[src/rtl/sha256_arbiter.sv]
// rtl/sha256_arbiter.sv - two-requester round-robin front end for a byte-fed SHA-256 processor
module sha256_arbiter #(
  parameter int BLOCK_GAP = 96
) (
  input  logic         clk,
  input  logic         rst_n,
  input  logic         req0_valid,
  input  logic [7:0]   req0_data,
  input  logic         req0_last,
  output logic         req0_ready,
  input  logic         req1_valid,
  input  logic [7:0]   req1_data,
  input  logic         req1_last,
  output logic         req1_ready,
  output logic         resp_valid,
  output logic         resp_id,
  output logic [255:0] resp_hash,
  output logic         p_rst,
  output logic         p_start,
  output logic         p_valid,
  output logic         p_last,
  output logic [7:0]   p_data,
  input  logic [255:0] p_hash,
  input  logic         p_done
);

  typedef enum logic [2:0] {
    IDLE,
    CLEAR,
    START,
    STREAM,
    GAP,
    WAIT_DONE,
    RESP
  } state_e;

  // One timer serves both the 2-cycle CLEAR and the BLOCK_GAP stall.
  localparam int TW = (BLOCK_GAP > 2) ? $clog2(BLOCK_GAP) : 1;
  localparam logic [TW-1:0] GAP_LAST = TW'(BLOCK_GAP - 1);

  state_e         state_q, state_d;
  logic           grant_q, grant_d;
  logic           last_grant_q, last_grant_d;
  logic [5:0]     cnt_q, cnt_d;
  logic [TW-1:0]  tmr_q, tmr_d;
  logic           p_rst_q, p_rst_d;
  logic           p_valid_q, p_valid_d;
  logic           p_last_q, p_last_d;
  logic [7:0]     p_data_q, p_data_d;
  logic           resp_valid_q, resp_valid_d;
  logic           resp_id_q, resp_id_d;
  logic [255:0]   resp_hash_q, resp_hash_d;

  logic           sel_valid;
  logic           sel_last;
  logic [7:0]     sel_data;
  logic           accept;

  assign sel_valid = grant_q ? req1_valid : req0_valid;
  assign sel_last  = grant_q ? req1_last  : req0_last;
  assign sel_data  = grant_q ? req1_data  : req0_data;
  assign accept    = (state_q == STREAM) && sel_valid;

  // Ready comes only from registered state so requesters never see a loop through valid.
  assign req0_ready = (state_q == STREAM) && !grant_q;
  assign req1_ready = (state_q == STREAM) &&  grant_q;
  assign p_start    = (state_q == START);
  assign p_rst      = p_rst_q;
  assign p_valid    = p_valid_q;
  assign p_last     = p_last_q;
  assign p_data     = p_data_q;
  assign resp_valid = resp_valid_q;
  assign resp_id    = resp_id_q;
  assign resp_hash  = resp_hash_q;

  // Next-state, grant, byte forwarding and digest capture.
  always_comb begin
    state_d      = state_q;
    grant_d      = grant_q;
    last_grant_d = last_grant_q;
    cnt_d        = cnt_q;
    tmr_d        = tmr_q;
    resp_id_d    = resp_id_q;
    resp_hash_d  = resp_hash_q;
    p_valid_d    = accept;
    p_last_d     = accept && sel_last;
    p_data_d     = accept ? sel_data : 8'h00;

    case (state_q)
      IDLE: begin
        if (req0_valid || req1_valid) begin
          // On a tie the requester that did not win last time goes next.
          grant_d      = (req0_valid && req1_valid) ? ~last_grant_q : req1_valid;
          last_grant_d = grant_d;
          tmr_d        = '0;
          state_d      = CLEAR;
        end
      end
      CLEAR: begin
        if (tmr_q == TW'(1)) begin
          cnt_d   = '0;
          state_d = START;
        end else begin
          tmr_d = tmr_q + TW'(1);
        end
      end
      START: begin
        tmr_d   = '0;
        state_d = STREAM;
      end
      STREAM: begin
        if (accept) begin
          cnt_d = cnt_q + 6'd1;
          if (sel_last) begin
            state_d = WAIT_DONE;
          end else if (cnt_q == 6'd63) begin
            tmr_d   = '0;
            state_d = GAP;
          end
        end
      end
      GAP: begin
        if (tmr_q == GAP_LAST) begin
          state_d = STREAM;
        end else begin
          tmr_d = tmr_q + TW'(1);
        end
      end
      WAIT_DONE: begin
        if (p_done) begin
          resp_hash_d = p_hash;
          resp_id_d   = grant_q;
          state_d     = RESP;
        end
      end
      RESP: begin
        state_d = IDLE;
      end
      default: begin
        state_d = IDLE;
      end
    endcase

    p_rst_d      = (state_d == CLEAR);
    resp_valid_d = (state_d == RESP);
  end

  // State register; reset aborts any job and holds the processor in reset.
  always_ff @(posedge clk or negedge rst_n) begin
    if (!rst_n) begin
      state_q      <= IDLE;
      grant_q      <= 1'b0;
      last_grant_q <= 1'b1;
      cnt_q        <= '0;
      tmr_q        <= '0;
      p_rst_q      <= 1'b1;
      p_valid_q    <= 1'b0;
      p_last_q     <= 1'b0;
      p_data_q     <= 8'h00;
      resp_valid_q <= 1'b0;
      resp_id_q    <= 1'b0;
      resp_hash_q  <= '0;
    end else begin
      state_q      <= state_d;
      grant_q      <= grant_d;
      last_grant_q <= last_grant_d;
      cnt_q        <= cnt_d;
      tmr_q        <= tmr_d;
      p_rst_q      <= p_rst_d;
      p_valid_q    <= p_valid_d;
      p_last_q     <= p_last_d;
      p_data_q     <= p_data_d;
      resp_valid_q <= resp_valid_d;
      resp_id_q    <= resp_id_d;
      resp_hash_q  <= resp_hash_d;
    end
  end

endmodule

[config.mk]
export PLATFORM = sky130hd
export DESIGN_NAME = sha256_arbiter
export DESIGN_NICKNAME = d
export VERILOG_FILES = /design/src/rtl/sha256_arbiter.sv
export SDC_FILE = /design/constraint.sdc
export NUM_CORES = 1
export LEC_CHECK = 0
export CORE_AREA = 2 2 211 213
export CTS_CLUSTER_DIAMETER = 200
export DETAILED_ROUTE_END_ITERATION = 10
export DIE_AREA = 0 0 213 215
export GPL_ROUTABILITY_DRIVEN = 0
export PLACE_DENSITY = 0.64
export SYNTH_ARGS = -nofsm -noshare
export SYNTH_HDL_FRONTEND = slang
export SYNTH_SLANG_ARGS = --single-unit
export TNS_END_PERCENT = 10
[constraint.sdc]
create_clock -name clk -period 3.7 [get_ports clk]
set_clock_uncertainty 0.2 [all_clocks]
set_input_delay 1.11 -clock clk [delete_from_list [all_inputs] [get_ports clk]]
set_output_delay 1.11 -clock clk [all_outputs]
set_load 0.01 [all_outputs]
==> key figures, run 1 <==
Logic synthesis
  – Post-Syn Nets: 1530
  – EDFF count, synth: 0
  – Ys async rst share: 1.00
  – Dominant synthesized flop cell: dfrtp_1
  – Sequential area share after synthesis: 0.643
  – Yosys warns: 0
  – Synthesized cell area: 11200 um2
  – Mapped Cells: 1248
  – Synth cell types: 41
  – Number of synthesized register bits: 287
  – Syn_area_per_cell: 8.95 um2

Final layout
  – Final instance area: 18500 um2
  – Area grow syn2layout: 66.0%
  – Filler Cell Count: 4223
  – Final core occ: 0.425
  – Fin cells: 2406
  – Share of cells above drive strength 1: 0.0452
  – Nets@finish: 2071

Timing
  – Max-slew violation count: 0
  – Setup violators final: 0
  – Tmin final: 3.52 ns
  – Final count of hold timing violations: 0
  – FMAX: 0.284 GHz
  – RSZ-0062 raised after global routing: false
  – Setup tns final: 0 ns
  – Final period utilization: 0.952
  – Worst-margin pin slew: 0.744 ns
  – Hold_ws: 0.269 ns
  – Max-slew headroom: 0.504

Floorplanning
  – Site Rows: 77
  – Die W: 213 um
  – I/O pin cnt: 551
  – Core Region: 43600 um2
  – Die span in y: 215 um
  – Initial Util: 0.256
  – Die area: 45800 um2

Worst setup path
  – Reg2reg path depth: 6
  – Top delay family on crit path: flip-flops
  – WS Path Type: register to output port
  – Worst Setup End Kind: output port
  – Critical Path AT: 2.21 ns
  – CP Launch Point: state_q[1]
  – Crit path launch type: register
  – Req. time, crit path: 2.39 ns
  – CP Cell Sequence: nor2b_1, and3_1, clkdlybuf4s50_1
  – Max incr delay on CP: 0.64 ns
  – Critical path depth: 3
  – CP bufs+invs: 1
  – Worst R2R Start: state_q[1]
  – Crit-path max FO: 17
  – Slowest stage cell, crit path: dfrtp_1

Clocking
  – Quantity of hold-fixing buffers added after cts: 0
  – Total CTS buffers: 35
  – Setup bufs post-CTS: 0
  – TritonCTS clock tree: done
  – Clock transition at path regs: 0.06 ns
  – Max Root-Sink Buffers: 3
  – Root buffer cell: clkbuf_16
  – Clk sinks: 287
  – Clock Latency Late Sink: 0.52 ns
  – H-Tree Depth: 2
  – Post-cts sizing count: 0

Power and ir drop
  – Seq pwr share: 0.363
  – NetSw: 0.00501 W
  – Power Density: 807 nW/um2
  – Switch share: 0.335
  – Clk pwr share: 0.227
  – Max VDD drop: 0.479 mV
  – Int Power: 0.00995 W
  – Combinational share of power: 0.410
  – Lkg Pwr: 8.95 nW

Worst hold path
  – Hold Path Origin: resp_hash[53]
  – Min-delay worst type: register to register
  – Hold Path Stages: 2

Placement
  – Post-DP HPWL: 27.6 mm
  – PortBufs: 550
  – Placed insts: 2344
  – Area after DPL: 17400 um2

Routing
  – DRC Markers: 0
  – Routed wire length: 38.2 mm
  – Routed Antenna Nets: 0
  – DRT iter0 DRCs: 416
  – Drt via density: 4.23
  – Vias: 10200
  – Post-DR wirelength/cell: 15.9 um
  – DRT Pass-1 Iters: 4

GRT
  – GRT overflow: 0
  – Largest net degree at the start of global routing: 147
  – All-layer global routing usage: 0.164
  – Initial antenna violation count: 3
  – Vias in the first global route: 10400
  – Global-route wire length before repair: 58.4 mm

Status
  – Outcome: finished clean

Job
  – # Max-Cap Violations: 0
## synth_stat cells (2+ instances only)
library cell,n,share of area
nand3b_1,3,0.0020
o21ai_0,6,0.0027
and3_1,8,0.0045
nor2_1,14,0.0047
nor4_1,2,0.0011
nor2b_1,3,0.0017
a31oi_1,5,0.0028
a221o_1,3,0.0027
mux2_2,2,0.0020
ha_1,3,0.0034
nand3_1,8,0.0036
inv_1,4,0.0013
a21oi_1,7,0.0031
nor3b_1,3,0.0020
nor4b_1,2,0.0016
nand2_1,782,0.26
dfrtp_1,285,0.64
xnor2_1,2,0.0016
a21o_1,2,0.0013
o31ai_1,3,0.0020
mux2i_1,12,0.011
clkinv_1,2,0.00067
dfstp_2,2,0.0047
buf_2,28,0.013
and2_1,3,0.0017
nor3_1,4,0.0018
clkbuf_1,36,0.012
## worst reg2reg max path, stage by stage, from the launching register on
cell     delay, ns
dfrtp_1       0.55
nor2b_1       0.41
nand3_4       0.19
inv_8         0.39
buf_4         0.38
nand2_1       0.10
nand2_1       0.06
## final timing paths
check | to | slack, ns
worst min register to register | resp_hash[53] | 0.27
worst min-delay path | resp_hash[53] | 0.27
worst max-delay path | req1_ready | 0.18
max in group asynchronous | resp_hash[95] | 2.05
min in group asynchronous | p_data[5] | 0.37
worst max register to register | resp_hash[39] | 1.35
## kinds of logic after synthesis
logic type | Yosys count | synth area share
multiplexers | 14 | 0.0128
flip-flops | 287 | 0.643
AO/OA/AOI/OAI | 33 | 0.0199
adder cells (fa/ha/maj) | 3 | 0.00336
buffers and inverters | 71 | 0.0277
XOR/XNOR | 2 | 0.00157
AND/OR/NAND/NOR | 838 | 0.292
## stage by stage
| step | setup slack (ns) | power, W |
|---|---|---|
| 2_1_floorplan | 1.10 | 0.00777 |
| 3_3_place_gp | 0.464 | 0.0115 |
| 3_5_place_dp | 0.475 | 0.0116 |
| 4_1_cts | 0.143 | 0.0152 |
| 5_1_grt | 0.00876 | 0.0159 |
| 6_report | 0.177 | 0.0150 |
## cells in the final DEF (no fill, tap or decap), types with 3 or more instances in the layout
master,n
nand3b_1,3
nor3b_1,3
buf_12,8
nand2_1,782
mux2i_1,12
clkdlybuf4s50_1,549
nor2_1,14
inv_1,4
dfrtp_1,285
nor3_1,4
o31ai_1,3
and3_1,8
clkbuf_8,8
and2_1,3
a31oi_1,5
a21oi_1,7
clkbuf_1,8
clkinv_2,4
ha_1,3
o21ai_0,6
nor2b_1,3
a221o_1,3
buf_4,11
clkbuf_16,37
nand3_1,7
## power groups by stage
stage	sequential (W)	combinational (W)	clock, W
finish	0.00543	0.00613	0.00340
floorplan	0.00599	0.00177	0
global route	0.00562	0.00667	0.00365
CTS	0.00544	0.00622	0.00351
detailed placement	0.00545	0.00619	0
global placement	0.00541	0.00613	0
## routing by layer
metal | track usage | wire, um | up-vias
met5 | 0 | 11 | -
met4 | 0.0692 | 1510 | 2
met3 | 0.0596 | 3670 | 82
met2 | 0.274 | 17900 | 434
met1 | 0.187 | 15000 | 4742
li1 | - | - | 4914
## flip-flops by register name (all words and copies together), names as in the netlist
signal and count:
grant_q 1, p_data 8, p_last 1, cnt_q 6, p_valid 1, tmr_q 7
p_rst 1, resp_valid 1, resp_id 1, last_grant_q 1, state_q 3, resp_hash 256
## layout make-up
| class | count | area, um2 | area share |
|---|---|---|---|
| inverters | 6 | 30.0 | 0.00162 |
| well taps | 592 | 741 | 0.0399 |
| flip-flops and latches | 287 | 7180 | 0.387 |
| multi-input cells | 890 | 3690 | 0.199 |
| clock inverters | 8 | 75.1 | 0.00405 |
| clock buffers | 53 | 1070 | 0.0575 |
| diodes | 1 | 2.50 | 0.000135 |
| repair buffers | 569 | 5750 | 0.310 |
Power figures use the tool's default switching activity.
==> run 2, diff against run 1 <==
==> constraint.sdc (replaced) <==
create_clock -name clk -period 4.57 [get_ports clk]
set_clock_uncertainty 0.2 [all_clocks]
set_input_delay 1.371 -clock clk [delete_from_list [all_inputs] [get_ports clk]]
set_output_delay 1.371 -clock clk [all_outputs]
set_load 0.01 [all_outputs]
==> run 2 against run 1 <==
  * Global-route usage shrank 0.12 points
  * Cell area is essentially flat
  * Total power shrank 18%
  * Largest cell class unchanged
  * Hold slack gained 0.0011 ns
  * Die area is the same
  * Combinational power shrank 20%
  * First-iteration DRC count grew 15%
  * Clock power shrank 15%
  * Sequential power shrank 19%
  * Highest routed layer is now met4
  * Setup slack gained 0.62 ns
==> key figures, run 2 (synthesized netlist as in run 1, its figures left out) <==
Worst setup path
  – Crit-path max FO: 17 (unchanged)
  – Reg-to-reg endpoint: resp_hash[99]
  – Slowest stage cell, crit path: dfrtp_1
  – Crit path launch type: register
  – CP bufs+invs: 1 (unchanged)
  – Worst R2R Start: state_q[1]
  – Max incr delay on CP: 0.64 ns (about the same)
  – CP Launch Point: state_q[1]
  – WS Path Type: register to output port
  – Critical Path AT: 2.21 ns (about the same)
  – Top delay family on crit path: flip-flops
  – Worst Setup End Kind: output port
  – Req. time, crit path: 3.00 ns (+0.61 ns)
  – CP Cell Sequence: nor2b_1, and3_1, clkdlybuf4s50_1
  – Critical path endpoint: req1_ready
  – Reg2reg setup slack: 2.04 ns (+0.69 ns)
  – Critical path depth: 3 (unchanged)
  – Reg2reg path depth: 6 (unchanged)

Timing
  – Final WS setup: 0.793 ns (+0.616 ns)
  – Tmin final: 3.78 ns
  – Setup tns final: 0 ns (unchanged)
  – Max-slew headroom: 0.498 (-0.00639)
  – RSZ-0062 raised after global routing: false
  – Setup violators final: 0 (unchanged)
  – Final period utilization: 0.827
  – Worst-margin pin slew: 0.753 ns (+0.00958 ns)
  – FMAX: 0.265 GHz
  – Final count of hold timing violations: 0 (unchanged)
  – Hold_ws: 0.270 ns (+0.00108 ns)
  – Max-slew violation count: 0 (unchanged)

GRT
  – M1 GR Usage: 0.185 (-0.00240)
  – GRT met3 Usage: 0.0612 (+0.00161)
  – GR peak layer: met2
  – Vias in the first global route: 10500 (+0.29%)
  – Global-route wire length before repair: 58.2 mm (-0.47%)
  – All-layer global routing usage: 0.162 (-0.00120)
  – M2 GR Usage: 0.279 (+0.00510)
  – GRT overflow: 0 (unchanged)
  – Largest net degree at the start of global routing: 135 (-8.2%)
  – Initial antenna violation count: 1 (-2)

Routing
  – DRT iter0 DRCs: 477 (+15%)
  – Drt via density: 4.21 (-0.35%)
  – Vias: 10100 (-0.64%)
  – Post-DR wirelength/cell: 15.8 um (-0.35%)
  – Routed Antenna Nets: 0 (unchanged)
  – DRT Pass-1 Iters: 4 (unchanged)
  – DRC Markers: 0 (unchanged)
  – Routed wire length: 37.9 mm (-0.64%)

Power and ir drop
  – Clk pwr share: 0.236 (+0.009)
  – Int Power: 0.00816 W (-18%)
  – Seq pwr share: 0.361 (-0.002)
  – NetSw: 0.00406 W (-19%)
  – Combinational share of power: 0.403 (-0.007)
  – Lkg Pwr: 8.93 nW (-0.25%)
  – Switch share: 0.332 (-0.00288)
  – Power Density: 659 nW/um2 (-18%)
  – Max VDD drop: 0.330 mV (-31%)

Floorplanning
  – Die span in y: 215 um (unchanged)
  – Core Region: 43600 um2 (unchanged)
  – I/O pin cnt: 551 (unchanged)
  – Site Rows: 77 (unchanged)
  – Die area: 45800 um2 (unchanged)
  – Initial Util: 0.256 (unchanged)
  – Die W: 213 um (unchanged)

Clocking
  – TritonCTS clock tree: done
  – Post-cts sizing count: 0 (unchanged)
  – Root buffer cell: clkbuf_16
  – Clock transition at path regs: 0.06 ns (about the same)
  – H-Tree Depth: 2 (unchanged)
  – Total CTS buffers: 35 (unchanged)
  – Max Root-Sink Buffers: 3 (unchanged)
  – Clock Latency Late Sink: 0.52 ns (about the same)
  – Clk sinks: 287 (unchanged)
  – Quantity of hold-fixing buffers added after cts: 0 (unchanged)
  – Setup bufs post-CTS: 0 (unchanged)

Final layout
  – Area grow syn2layout: 65.9% (about the same)
  – Nets@finish: 2065 (-0.29%)
  – Number of flip-flops in the largest register: 256 (unchanged)
  – Final core occ: 0.425 (about the same)
  – Register area: 7180 um2 (unchanged)
  – Share of cells above drive strength 1: 0.0427 (-0.00257)
  – Most common cell after layout, fill and taps aside: nand2_1
  – Area taken by multi-input logic gates: 3690 um2 (unchanged)
  – Filler Cell Count: 4273 (+1.2%)
  – Most frequent cells in the layout: nand2_1, clkdlybuf4s50_1, dfrtp_1

Placement
  – Post-DP HPWL: 27.5 mm (about the same)
  – Pre-CTS setup slack: 1.08 ns (+0.603 ns)
  – PortBufs: 550 (unchanged)

Worst hold path
  – Hold Path Origin: resp_hash[143]
  – Min-delay worst type: register to register

Status
  – Outcome: finished clean

Job
  – # Max-Cap Violations: 0 (unchanged)
-- run 2: metal layers --
| metal | wire length (um) | up-vias |
|---|---|---|
| li1 | - | 4912 |
| met1 | 14900 | 4724 |
| met2 | 18300 | 411 |
| met3 | 3750 | 62 |
| met4 | 1050 | 0 |
| met5 | 0 | - |
-- run 2: area by class of cell --
type                       count  area share
sequential                   287       0.387
tap                          592      0.0399
inverter                       6     0.00162
timing repair buffer         563       0.307
multi-input combinational    890       0.199
clock buffer                  47      0.0547
clock inverter                12     0.00972
antenna                        2    0.000270
-- run 2: power groups by stage --
stage / registers [W] / clock network [W] / logic [W]
final: 0.00441 / 0.00288 / 0.00493
after global routing: 0.00456 / 0.00308 / 0.00538
after CTS: 0.00442 / 0.00297 / 0.00501
after detailed placement: 0.00443 / 0 / 0.00499
after global placement: 0.00439 / 0 / 0.00493
after floorplan: 0.00485 / 0 / 0.00143
-- run 2: worst min path at each step --
stage	to	depth (start not counted)
after global placement	resp_hash[225]	2
after detailed placement	resp_hash[247]	2
after global routing	resp_hash[117]	2
final	resp_hash[143]	2
after floorplan	last_grant_q	2
after CTS	resp_hash[80]	2
-- run 2: through the flow --
stage / std cells / total power (W) / area [um2]
global route: 2398 / 0.0130 / 18500
CTS: 2397 / 0.0124 / 18500
detailed placement: 2338 / 0.00942 / 17300
global placement: 2338 / 0.00932 / 17300
finish: 2399 / 0.0122 / 18500
floorplan: 1248 / 0.00629 / 11200
-- run 2: worst min-delay path, cell delays in order (launching register included) --
cell and delay, ns:
dfrtp_1 0.34, nand2_1 0.05, nand2_1 0.06
==> run 3, diff against run 2 <==
--- a/config.mk
+++ b/config.mk
@@ -5,12 +5,12 @@
 export SDC_FILE = /design/constraint.sdc
 export NUM_CORES = 1
 export LEC_CHECK = 0
-export CORE_AREA = 2 2 211 213
+export CORE_AREA = 2 2 213 215
 export CTS_CLUSTER_DIAMETER = 200
 export DETAILED_ROUTE_END_ITERATION = 10
-export DIE_AREA = 0 0 213 215
+export DIE_AREA = 0 0 215 217
 export GPL_ROUTABILITY_DRIVEN = 0
-export PLACE_DENSITY = 0.64
+export PLACE_DENSITY = 0.63
 export SYNTH_ARGS = -nofsm -noshare
 export SYNTH_HDL_FRONTEND = slang
 export SYNTH_SLANG_ARGS = --single-unit
==> constraint.sdc (replaced) <==
create_clock -name clk -period 3.79 [get_ports clk]
set_clock_uncertainty 0.2 [all_clocks]
set_input_delay 1.137 -clock clk [delete_from_list [all_inputs] [get_ports clk]]
set_output_delay 1.137 -clock clk [all_outputs]
set_load 0.01 [all_outputs]
==> run 3 against run 2 <==
  * Hold slack got worse by 0.00072 ns
  * Clock-buffer cell count is 6 higher
  * First-iteration DRC count grew 18%
  * Sequential power increased by 21%
  * Final cell count grew 0.63%
  * Via count up 0.96%
  * Total power rose by 19%
  * Global-route usage decreased by 0.63 points
  * Critical path depth unchanged
  * Critical path type unchanged
  * Largest power group unchanged
==> key figures, run 3 (synthesized netlist as in run 1, its figures left out) <==
Clocking
  – Post-cts sizing count: 0 (unchanged)
  – Max Root-Sink Buffers: 3 (unchanged)
  – TritonCTS clock tree: done
  – Total CTS buffers: 34 (-2.9%)
  – Setup bufs post-CTS: 0 (unchanged)
  – H-Tree Depth: 2 (unchanged)
  – Root buffer cell: clkbuf_16
  – Clk sinks: 287 (unchanged)
  – Clock Latency Late Sink: 0.52 ns (about the same)
  – Quantity of hold-fixing buffers added after cts: 0 (unchanged)
  – Clock transition at path regs: 0.06 ns (about the same)

Worst hold path
  – Hold worst-path end: resp_hash[187]
  – Hold Path Origin: resp_hash[187]
  – Min-delay worst type: register to register
  – Hold Path Stages: 2 (unchanged)

Worst setup path
  – Critical Path AT: 2.23 ns (+0.02 ns)
  – Crit path launch type: register
  – Slowest stage cell, crit path: dfrtp_1
  – Worst R2R Start: grant_q
  – Crit-path max FO: 17 (unchanged)
  – Reg-to-reg endpoint: cnt_q[3]
  – WS Path Type: register to output port
  – Reg2reg path depth: 5 (-1)
  – Req. time, crit path: 2.45 ns (-0.55 ns)
  – CP bufs+invs: 1 (unchanged)
  – Max incr delay on CP: 0.66 ns (+0.02 ns)
  – Reg2reg setup slack: 1.25 ns (-0.79 ns)
  – Worst Setup End Kind: output port
  – Top delay family on crit path: flip-flops
  – CP Cell Sequence: nor2b_1, and3_1, clkdlybuf4s50_1

Final layout
  – Most frequent cells in the layout: nand2_1, clkdlybuf4s50_1, dfrtp_1
  – Nets@finish: 2070 (+0.24%)
  – Area grow syn2layout: 65.8% (about the same)
  – Area taken by multi-input logic gates: 3690 um2 (unchanged)
  – Number of flip-flops in the largest register: 256 (unchanged)
  – Most common cell after layout, fill and taps aside: nand2_1
  – Fin cells: 2414 (+0.63%)
  – Filler Cell Count: 4402 (+3.0%)
  – Register area: 7180 um2 (unchanged)
  – Share of cells above drive strength 1: 0.0441 (+0.00147)

Timing
  – FMAX: 0.280 GHz
  – Worst-margin pin slew: 0.857 ns (+0.104 ns)
  – Final WS setup: 0.223 ns (-0.570 ns)
  – Final count of hold timing violations: 0 (unchanged)
  – Max-slew headroom: 0.429 (-0.0692)
  – Tmin final: 3.57 ns
  – Setup violators final: 0 (unchanged)
  – RSZ-0062 raised after global routing: false
  – Final period utilization: 0.941
  – Max-slew violation count: 0 (unchanged)
  – Setup tns final: 0 ns (unchanged)

Routing
  – Max Used Layer: met5
  – Vias: 10200 (+0.96%)
  – Routed Antenna Nets: 0 (unchanged)
  – DRT iter0 DRCs: 564 (+18%)
  – DRC Markers: 0 (unchanged)
  – DRT Pass-1 Iters: 4 (unchanged)
  – Met2 WL: 17.5 mm (-4.4%)
  – Drt via density: 4.23 (+0.33%)
  – Routed wire length: 37.2 mm (-1.8%)
  – Met3 WL: 3.36 mm (-11%)
  – Post-DR wirelength/cell: 15.4 um (-2.4%)
  – M1 wire length: 15.2 mm (+2.3%)

Floorplanning
  – I/O pin cnt: 551 (unchanged)
  – Site Rows: 78 (+1.3%)
  – Die area: 46700 um2 (+1.9%)
  – Die span in y: 217 um (+0.93%)
  – Core Region: 44700 um2 (+2.4%)
  – Initial Util: 0.250 (-0.00604)
  – Die W: 215 um (+0.94%)

Power and ir drop
  – Switch share: 0.334 (+0.00172)
  – Power Density: 783 nW/um2 (+19%)
  – Lkg Pwr: 8.93 nW (about the same)
  – NetSw: 0.00484 W (+19%)
  – Clk pwr share: 0.224 (-0.012)
  – Max VDD drop: 0.442 mV (+34%)
  – Int Power: 0.00967 W (+18%)
  – Seq pwr share: 0.367 (+0.006)
  – Tot Pwr: 0.0145 W (+19%)
  – Combinational share of power: 0.409 (+0.006)

GRT
  – Global-route wire length before repair: 58.1 mm (-0.13%)
  – Vias in the first global route: 10400 (-0.64%)
  – GRT overflow: 0 (unchanged)
  – Largest net degree at the start of global routing: 151 (+12%)
  – All-layer global routing usage: 0.156 (-0.00631)
  – Initial antenna violation count: 1 (unchanged)

Job
  – # Max-Cap Violations: 0 (unchanged)

Placement
  – Placed insts: 2352 (+0.60%)
  – Pre-CTS setup slack: 0.504 ns (-0.573 ns)
  – PortBufs: 550 (unchanged)
  – Post-DP HPWL: 26.3 mm (-4.5%)

Status
  – Outcome: finished clean
-- run 3: changes by cell type in the layout (fill, tap and decap cells not counted), sizes merged --
cell / previous run / this run
bufinv: 4 / 1
clkinvlp: 4 / 3
inv: 7 / 5
clkbuf: 47 / 53
buf: 14 / 20
clkinv: 3 / 5
diode: 2 / 1
-- run 3: per-layer routing --
layer	vias to the layer above	GRT usage
li1	4918	-
met1	4804	0.189
met2	417	0.254
met3	65	0.0577
met4	2	0.0591
met5	-	0
-- run 3: worst max path at each step --
stage	start	to	cells past startpoint
floorplan	req0_last	tmr_q[2]	4
global route	state_q[1]	req1_ready	3
detailed placement	req0_valid	tmr_q[5]	5
global placement	req0_valid	tmr_q[2]	5
CTS	state_q[1]	req1_ready	3
finish	state_q[1]	req1_ready	3
-- run 3: stage by stage --
stage | hold WS [ns] | util | cell area (um2)
after floorplan | 0.263 | - | 11200
after global placement | 0.256 | 0.390 | 17400
after CTS | 0.275 | 0.415 | 18500
final | 0.270 | 0.415 | 18500
after detailed placement | 0.261 | 0.390 | 17400
after global routing | 0.291 | 0.415 | 18500
-- run 3: final cells by class --
class | count | area share
flip-flops and latches | 287 | 0.388
repair buffers | 569 | 0.310
multi-input cells | 890 | 0.199
clock buffers | 53 | 0.0564
well taps | 600 | 0.0405
clock inverters | 8 | 0.00392
inverters | 6 | 0.00162
diodes | 1 | 0.000135
-- run 3: power by group through the flow --
stage               clock network [W]  logic, W  registers, W
detailed placement                  0   0.00599       0.00536
finish                        0.00325   0.00593       0.00533
CTS                           0.00337   0.00602       0.00534
floorplan                           0   0.00173       0.00585
global route                  0.00351   0.00645       0.00552
global placement                    0   0.00591       0.00530
-- run 3: worst register-to-register path: stages (launching register included) --
cell	delay, ns
dfrtp_1	0.79
mux2i_1	0.36
or2_2	0.35
clkinv_1	0.26
mux2_2	0.33
mux2i_1	0.15
